<file path="src/rtl/bp_me_mem_cmd_arbiter.sv">
// Shares one bp_mem command/response port between num_req_p requesters: round-robin on
// commands, in-order responses routed back through a requester-ID FIFO.
module bp_me_mem_cmd_arbiter #(
    parameter int unsigned num_req_p         = 2,
    parameter int unsigned msg_width_p       = 128,
    parameter int unsigned max_outstanding_p = 4
) (
    input  logic                             clk_i,
    input  logic                             reset_i,

    input  logic [num_req_p*msg_width_p-1:0] mem_cmd_i,
    input  logic [num_req_p-1:0]             mem_cmd_v_i,
    output logic [num_req_p-1:0]             mem_cmd_yumi_o,

    output logic [msg_width_p-1:0]           mem_resp_o,
    output logic [num_req_p-1:0]             mem_resp_v_o,
    input  logic [num_req_p-1:0]             mem_resp_ready_i,

    output logic [msg_width_p-1:0]           mem_cmd_o,
    output logic                             mem_cmd_v_o,
    input  logic                             mem_cmd_ready_i,

    input  logic [msg_width_p-1:0]           mem_resp_i,
    input  logic                             mem_resp_v_i,
    output logic                             mem_resp_yumi_o
);

    localparam int unsigned IdWidth  = (num_req_p > 1) ? $clog2(num_req_p) : 1;
    localparam int unsigned CntWidth = $clog2(max_outstanding_p + 1);
    localparam int unsigned PtrWidth = (max_outstanding_p > 1) ? $clog2(max_outstanding_p) : 1;

    localparam logic [CntWidth-1:0] CntMax  = CntWidth'(max_outstanding_p);
    localparam logic [PtrWidth-1:0] PtrLast = PtrWidth'(max_outstanding_p - 1);
    localparam logic [IdWidth-1:0]  IdLast  = IdWidth'(num_req_p - 1);

    logic [IdWidth-1:0]  prio_q, prio_d;
    logic [IdWidth-1:0]  winner;
    logic [IdWidth-1:0]  head;
    logic                any_v;
    logic                credit;
    logic                empty;
    logic                cmd_v;
    logic                resp_v;
    logic                push;
    logic                pop;
    int unsigned         idx;

    logic [IdWidth-1:0]  id_mem_q [max_outstanding_p];
    logic [PtrWidth-1:0] wr_ptr_q, wr_ptr_d;
    logic [PtrWidth-1:0] rd_ptr_q, rd_ptr_d;
    logic [CntWidth-1:0] count_q, count_d;

    // Round-robin search starting at the priority pointer, wrapping past the last requester.
    always_comb begin
        winner = prio_q;
        any_v  = 1'b0;
        idx    = 0;
        for (int unsigned i = 0; i < num_req_p; i++) begin
            idx = (32'(prio_q) + i) % num_req_p;
            if (!any_v && mem_cmd_v_i[idx]) begin
                winner = IdWidth'(idx);
                any_v  = 1'b1;
            end
        end
    end

    always_comb begin
        credit = (count_q < CntMax);
        empty  = (count_q == '0);
        head   = id_mem_q[rd_ptr_q];

        cmd_v  = any_v & credit & ~reset_i;
        push   = cmd_v & mem_cmd_ready_i;
        resp_v = mem_resp_v_i & ~empty & ~reset_i;
        pop    = resp_v & mem_resp_ready_i[head];

        mem_cmd_v_o     = cmd_v;
        mem_cmd_o       = mem_cmd_i[32'(winner)*msg_width_p +: msg_width_p];
        mem_cmd_yumi_o  = push ? (num_req_p'(1) << winner) : '0;

        mem_resp_o      = mem_resp_i;
        mem_resp_v_o    = resp_v ? (num_req_p'(1) << head) : '0;
        mem_resp_yumi_o = pop;
    end

    always_comb begin
        prio_d   = prio_q;
        wr_ptr_d = wr_ptr_q;
        rd_ptr_d = rd_ptr_q;
        count_d  = count_q;

        if (push) begin
            prio_d   = (winner == IdLast) ? '0 : winner + 1'b1;
            wr_ptr_d = (wr_ptr_q == PtrLast) ? '0 : wr_ptr_q + 1'b1;
        end
        if (pop) begin
            rd_ptr_d = (rd_ptr_q == PtrLast) ? '0 : rd_ptr_q + 1'b1;
        end

        unique case ({push, pop})
            2'b10:   count_d = count_q + 1'b1;
            2'b01:   count_d = count_q - 1'b1;
            default: count_d = count_q;
        endcase
    end

    always_ff @(posedge clk_i) begin
        if (reset_i) begin
            prio_q   <= '0;
            wr_ptr_q <= '0;
            rd_ptr_q <= '0;
            count_q  <= '0;
        end else begin
            prio_q   <= prio_d;
            wr_ptr_q <= wr_ptr_d;
            rd_ptr_q <= rd_ptr_d;
            count_q  <= count_d;
            if (push) begin
                id_mem_q[wr_ptr_q] <= winner;
            end
        end
    end

`ifndef SYNTHESIS
    // A response with nothing outstanding means the memory side produced an unrequested reply.
    always_ff @(posedge clk_i) begin
        if (!reset_i) begin
            assert (!(mem_resp_v_i && empty))
            else $error("bp_me_mem_cmd_arbiter: mem_resp_v_i with no outstanding command");
        end
    end
`endif

endmodule

</file>
<file path="config.mk">
export PLATFORM = sky130hd
export DESIGN_NAME = bp_me_mem_cmd_arbiter
export DESIGN_NICKNAME = d
export VERILOG_FILES = /design/src/rtl/bp_me_mem_cmd_arbiter.sv
export SDC_FILE = /design/constraint.sdc
export NUM_CORES = 1
export LEC_CHECK = 0
export ABC_AREA = 0
export ABC_CLOCK_PERIOD_IN_PS = 7800
export CORE_AREA = 2 2 255 257
export DETAILED_ROUTE_END_ITERATION = 7
export DIE_AREA = 0 0 257 259
export HOLD_SLACK_MARGIN = 0.03
export PLACE_DENSITY_LB_ADDON = 0.2
export SYNTH_ARGS = -nofsm -noshare
export SYNTH_HDL_FRONTEND = slang
export SYNTH_SLANG_ARGS = --single-unit
</file>
<file path="constraint.sdc">
create_clock -name clk_i -period 7.8 [get_ports clk_i]
set_clock_uncertainty 0.2 [all_clocks]
set_input_delay 1.17 -clock clk_i [delete_from_list [all_inputs] [get_ports clk_i]]
set_output_delay 1.17 -clock clk_i [all_outputs]
set_load 0.005 [all_outputs]
</file>
* Word-level counts from Yosys, hierarchy flattened
Memories as Yosys holds them, arrays and structs flattened. A register that Yosys moved wholly into a read port is not among the register bits.
Index checks and enable logic that the tools add are counted.
** Cells by class
- Multiply operators :: 0
- Eq/ne operators :: 4
- Mux-type cells :: 20
- Shifts and indexed selects :: 3
- Add/subtract/negate cells :: 6
- Bitwise operators :: 8
- $lt $le $gt $ge :: 4
- Reductions and logical operators :: 4
- Divide/modulo/power cells :: 0
** Operator list (count)
- indexed part select 256 x 9 -> 128 bit :: 1
- two-way mux 1 bit :: 13
- two-way mux 2 bit :: 6
- AND 1 bit :: 6
- equality test 2 bit (second input constant) :: 3
- < comparator 1 x 2 -> 1 bit (second input constant) :: 3
- case mux 3 bit (2 select lines) :: 1
- adder 2 x 1 -> 2 bit (second input constant) :: 2
- << shifter 1 x 1 -> 2 bit (first input constant) :: 2
- adder 3 x 1 -> 3 bit (second input constant) :: 1
- logical NOT 3 bit :: 1
- < comparator 3 bit (second input constant) :: 1
- subtractor 3 x 1 -> 3 bit (second input constant) :: 1
- adder 1 bit (second input constant) :: 2
- equality test 2 x 1 -> 1 bit (second input constant) :: 1
- NOT 1 bit :: 2
- nonzero test 2 bit :: 1
- logical AND 1 bit :: 1
- logical NOT 1 bit :: 1
** Storage, ports and cells
- Memory bits (writable) :: 4
- Output and inout port bits :: 262
- Memory bits (read-only) :: 0
- Latch bits :: 0
- Flip-flop bits (word level) :: 8
- Input bits :: 392
- Word-level logic and storage cells :: 54
- Memories kept :: 1
** Memory list
- id_mem_q :: depth 4, width 1, read ports 1, clocked after memory_dff 1, wr ports 1, line 48 : logic [IdWidth-1:0] id_mem_q [max_outstanding_p];

* Logic depth before layout (Yosys ltp)
- Depth in word-level cells :: 12
- Gate-level depth with buffers :: 9
- Mapped depth without buffers :: 9

* Least setup slack after synthesis
OpenSTA, ideal clock, no wires.
- Path type :: input -> output
- From :: input mem_cmd_v_i[1]
- To :: output mem_cmd_o[0]
- Buffers on the path :: 2
- Slack :: 4278 ps
- Arrival time :: 2152 ps
- Required time :: 6430 ps
- Cell stages on the path :: 5
- Cells stage by stage :: nor2_1 o21ai_1 buf_2 buf_2 mux2_2
** On the way
- Longest elaborated chain between the ends :: 7
- Elaborated cells on any way between the ends :: 9
- Those cells by class :: shift (1); mux (6); reduce/logical (2)
** Ends and longest elaborated chain
- start: declaration :: line 12 : input logic [num_req_p-1:0] mem_cmd_v_i,
- two-way mux 1 bit (implied by the code) (2 in series) :: line 60 : if (!any_v && mem_cmd_v_i[idx]) begin
- two-way mux 1 bit :: line 60
- logical NOT 1 bit :: line 60
- logical AND 1 bit * :: line 60
- two-way mux 1 bit * :: line 60
- indexed part select 256 x 9 -> 128 bit * :: line 78 : mem_cmd_o = mem_cmd_i[32'(winner)*msg_width_p +: msg_width_p];
- end: declaration :: line 19 : output logic [msg_width_p-1:0] mem_cmd_o,
Every way passes the cells marked *; elsewhere a longest branch is shown, timed or not. The select of a mux whose other input is x is not followed.

* Final worst setup path
- From :: input mem_cmd_v_i[1]
- To :: output mem_cmd_o[127]
The elaborated chain is that of the path after synthesis.

==> run_results.csv <==
group,metric,value,unit
setup_path,slowest_delay,0.53,ns
sta,worst_pin_slew,0.871,ns
routing,wl_per_cell,12.8,µm
floorplanning,die_h,259,µm
yosys,synth_mux_area_share,45.6,%
setup_path,cp_top_family,"buffers and inverters",
floorplanning,ios,654,
yosys,synth_top_area_share,44.9,%
placement,portBuffers,397,
setup_path,cp.arrival,3.55,ns
clocking,cts_tree,"yes",
clocking,cts_root_buf,"clkbuf_16",
floorplanning,die_w,257,µm
yosys,synth_xor_area_share,0.546,%
routing,drc,0,
run,cap_violations,0,
global_route,grt_overflow,0,
yosys,synth-simple-area-share,5.77,%
finish,syn_to_final_growth,128,%
yosys,synth_common_cells,"128 x buf_4, 128 x mux2_2, 14 x buf_2",
sta,post-route-period-util,63.1,%
setup_path,critPathRequiredTime,6.43,ns
yosys,synth.cell_area,3210,µm²
routing,drt_iter0_markers,55,
finish,drive_gt1_share,23.7,%
pwr,p_leak,2.36,nW
setup_path,cp_slowest_cell,"buf_12",
global_route,grt_antenna_before_repair,2,
finish,final_core_util,11.5,%
yosys,syn_nets,739,
yosys,ys_seq_area_share,9.98,%
setup_path,worstPathMaxFanout,134,
setup_path,cp_common_cell,"clkdlybuf4s50_1",
clocking,clock_path_buffers,2,
global_route,track_usage,5.08,%
finish,nets,999,
yosys,synth_cell_type_count,29,
setup_path,crit_chain,"clkdlybuf4s50_1 > nor2_1 > o21ai_4 > buf_12 > mux2_2 > clkdlybuf4s50_1",
routing,vias,3379,
floorplanning,core_area,63900,µm²
yosys,synthArstFlopShare,0,%
sta,finalSetupViolCount,0,
setup_path,start_kind,"primary input",
yosys,synth_edf_count,4,
sta,period_needed,4.92,ns
placement,dp_hpwl,16.1,mm
clocking,htreeDepth,1,
yosys,syn_avg_cell_area,9.44,µm²
routing,wl,18.6,mm
clocking,clk_latency,0.24,ns
routing,first_pass_iters,4,
routing,antenna_left,0,
clocking,cts_hold_buf,0,
sta,rsz0062_at_grt,"no",
floorplanning,num_rows,93,
floorplanning,dieArea,66600,µm²
sta,drv_slew,0,
clocking,clock-sinks,14,
min_path,hold_class,"register to register",
placement,placed_area,7240,µm²
sta,hold_viol,0,
yosys,synth_seq_cells,14,
setup_path,cp_num_buf_inv,3,
yosys,ys.flop_type,"dfxtp_1",
pwr,power_density,80.9,nW/µm²
yosys,yosysWarnings,0,
sta,tns,0,ns
placement,gp_congestion,0.724,
yosys,synth-compound-area-share,1.95,%
clocking,post-cts-setup-buffers,0,
sta,fmax,0.203,GHz
pwr,ir_worst_vdd,40.4,µV
status,status,"finished clean",
yosys,synth.area.top_cells,"mux2_2 45%, buf_4 30%, dfxtp_1 6.2%",
floorplanning,initial_utilization,5.02,%
global_route,grt_pass1_vias,3632,
setup_path,end_kind,"primary output",
routing,via_per_inst,2.32,
finish,fillers,7278,
global_route,grt_pass1_wl,24.8,mm
clocking,cts_resized,0,
yosys,synthAdderAreaFrac,2.96,%
sta,relSlewSlack,42.0,%
yosys,synth_top_family_by_area,"multiplexers",
yosys,netlist_instances,340,
yosys,yosysTopAreaCell,"mux2_2",
clocking,numCtsBuffers,3,
setup_path,worstSetupPathType,"primary input to primary output",
finish,final_area,7320,µm²
clocking,clkSlewWorstSetupHoldPaths,0.05,ns
global_route,grt_max_degree,135,
kinds of logic (layout without fill, tap and decap cells):
logic type | count (synthesis) | count (layout)
buffers and inverters | 149 | 408
AOI/OAI and AO/OA | 10 | 10
muxes | 129 | 129
xor gates and xnor gates | 2 | 2
and+or+nand+nor | 29 | 29
other | 0 | 1
adders and majority gates | 7 | 7
DFF | 14 | 14
final timing paths:
path | start | end | slack (ns) | cells after the start
worst max register to register | register | count_q[2] | 4.88 | 9
worst min register to register | prio_q | prio_q | 0.31 | 2
worst max-delay path | mem_cmd_v_i[1] | mem_cmd_o[127] | 2.88 | 6
worst min-delay path | prio_q | prio_q | 0.31 | 2
area by class of cell:
class | count | area (µm²) | area share [%]
Sequential cell | 14 | 320 | 4.37
Multi-Input combinational cell | 177 | 1840 | 25.1
Clock inverter | 1 | 3.75 | 0.0513
Tap cell | 855 | 1070 | 14.6
Timing Repair Buffer | 398 | 3990 | 54.5
Antenna cell | 1 | 2.50 | 0.0342
Clock buffer | 3 | 75.1 | 1.03
Inverter | 6 | 22.5 | 0.308
worst register-to-register path, cell delays in order, from the launching register on:
cell      delay [ns]
dfxtp_1         0.33
mux4_2          0.55
and4bb_2        0.35
or2_4           0.15
ha_1            0.20
inv_1           0.07
fa_1            0.38
xor2_1          0.18
or3_1           0.30
a21oi_1         0.14
layer usage:
metal | GRT usage (%) | part of all wire (%) | vias to the layer above
met3 | 4.10 | 17 | 16
met5 | 0.997 | 0.51 | -
met2 | 7.81 | 44 | 356
met4 | 0.743 | 0.92 | 2
met1 | 5.45 | 37 | 1447
li1 | - | - | 1558
cells in the final DEF, fill, tap and decap left out:
master and count:
mux2_2 128, and4b_4 1, inv_1 6, o21ai_2 2
and2_1 5, nor2_1 8, a21oi_1 2, dfxtp_1 10
clkbuf_16 3, or2_4 1, or3_1 2, o31ai_1 2
xor2_1 2, edfxtp_1 4, nor3b_1 1, o21ai_0 3
ha_1 6, o21ai_4 1, mux4_2 1, clkinv_1 1
and3b_2 1, buf_12 1, diode_2 1, fa_1 1
nand2b_1 2, clkdlybuf4s50_1 397, nor4b_2 1, and2b_2 1
and4bb_2 1, nand2_1 2, nor3_1 3
through the flow:
stage | setup slack, ns | total power, mW | instances | hold slack (ns)
finish | 2.88 | 0.592 | 1455 | 0.315
global route | 2.75 | 0.631 | 1454 | 0.358
CTS | 2.83 | 0.604 | 1454 | 0.315
detailed placement | 2.85 | 0.502 | 1450 | 0.305
global placement | 2.82 | 0.508 | 1450 | 0.318
floorplan | 4.28 | 0.261 | 340 | 0.265
where the power goes:
group / total, mW / leakage, nW / switching (mW) / internal, mW
registers: 0.0818 / 0.118 / 0.00288 / 0.0789
clock network: 0.0976 / 0.0385 / 0.0298 / 0.0678
logic: 0.413 / 2.20 / 0.119 / 0.294
Power figures use the tool's default switching activity.
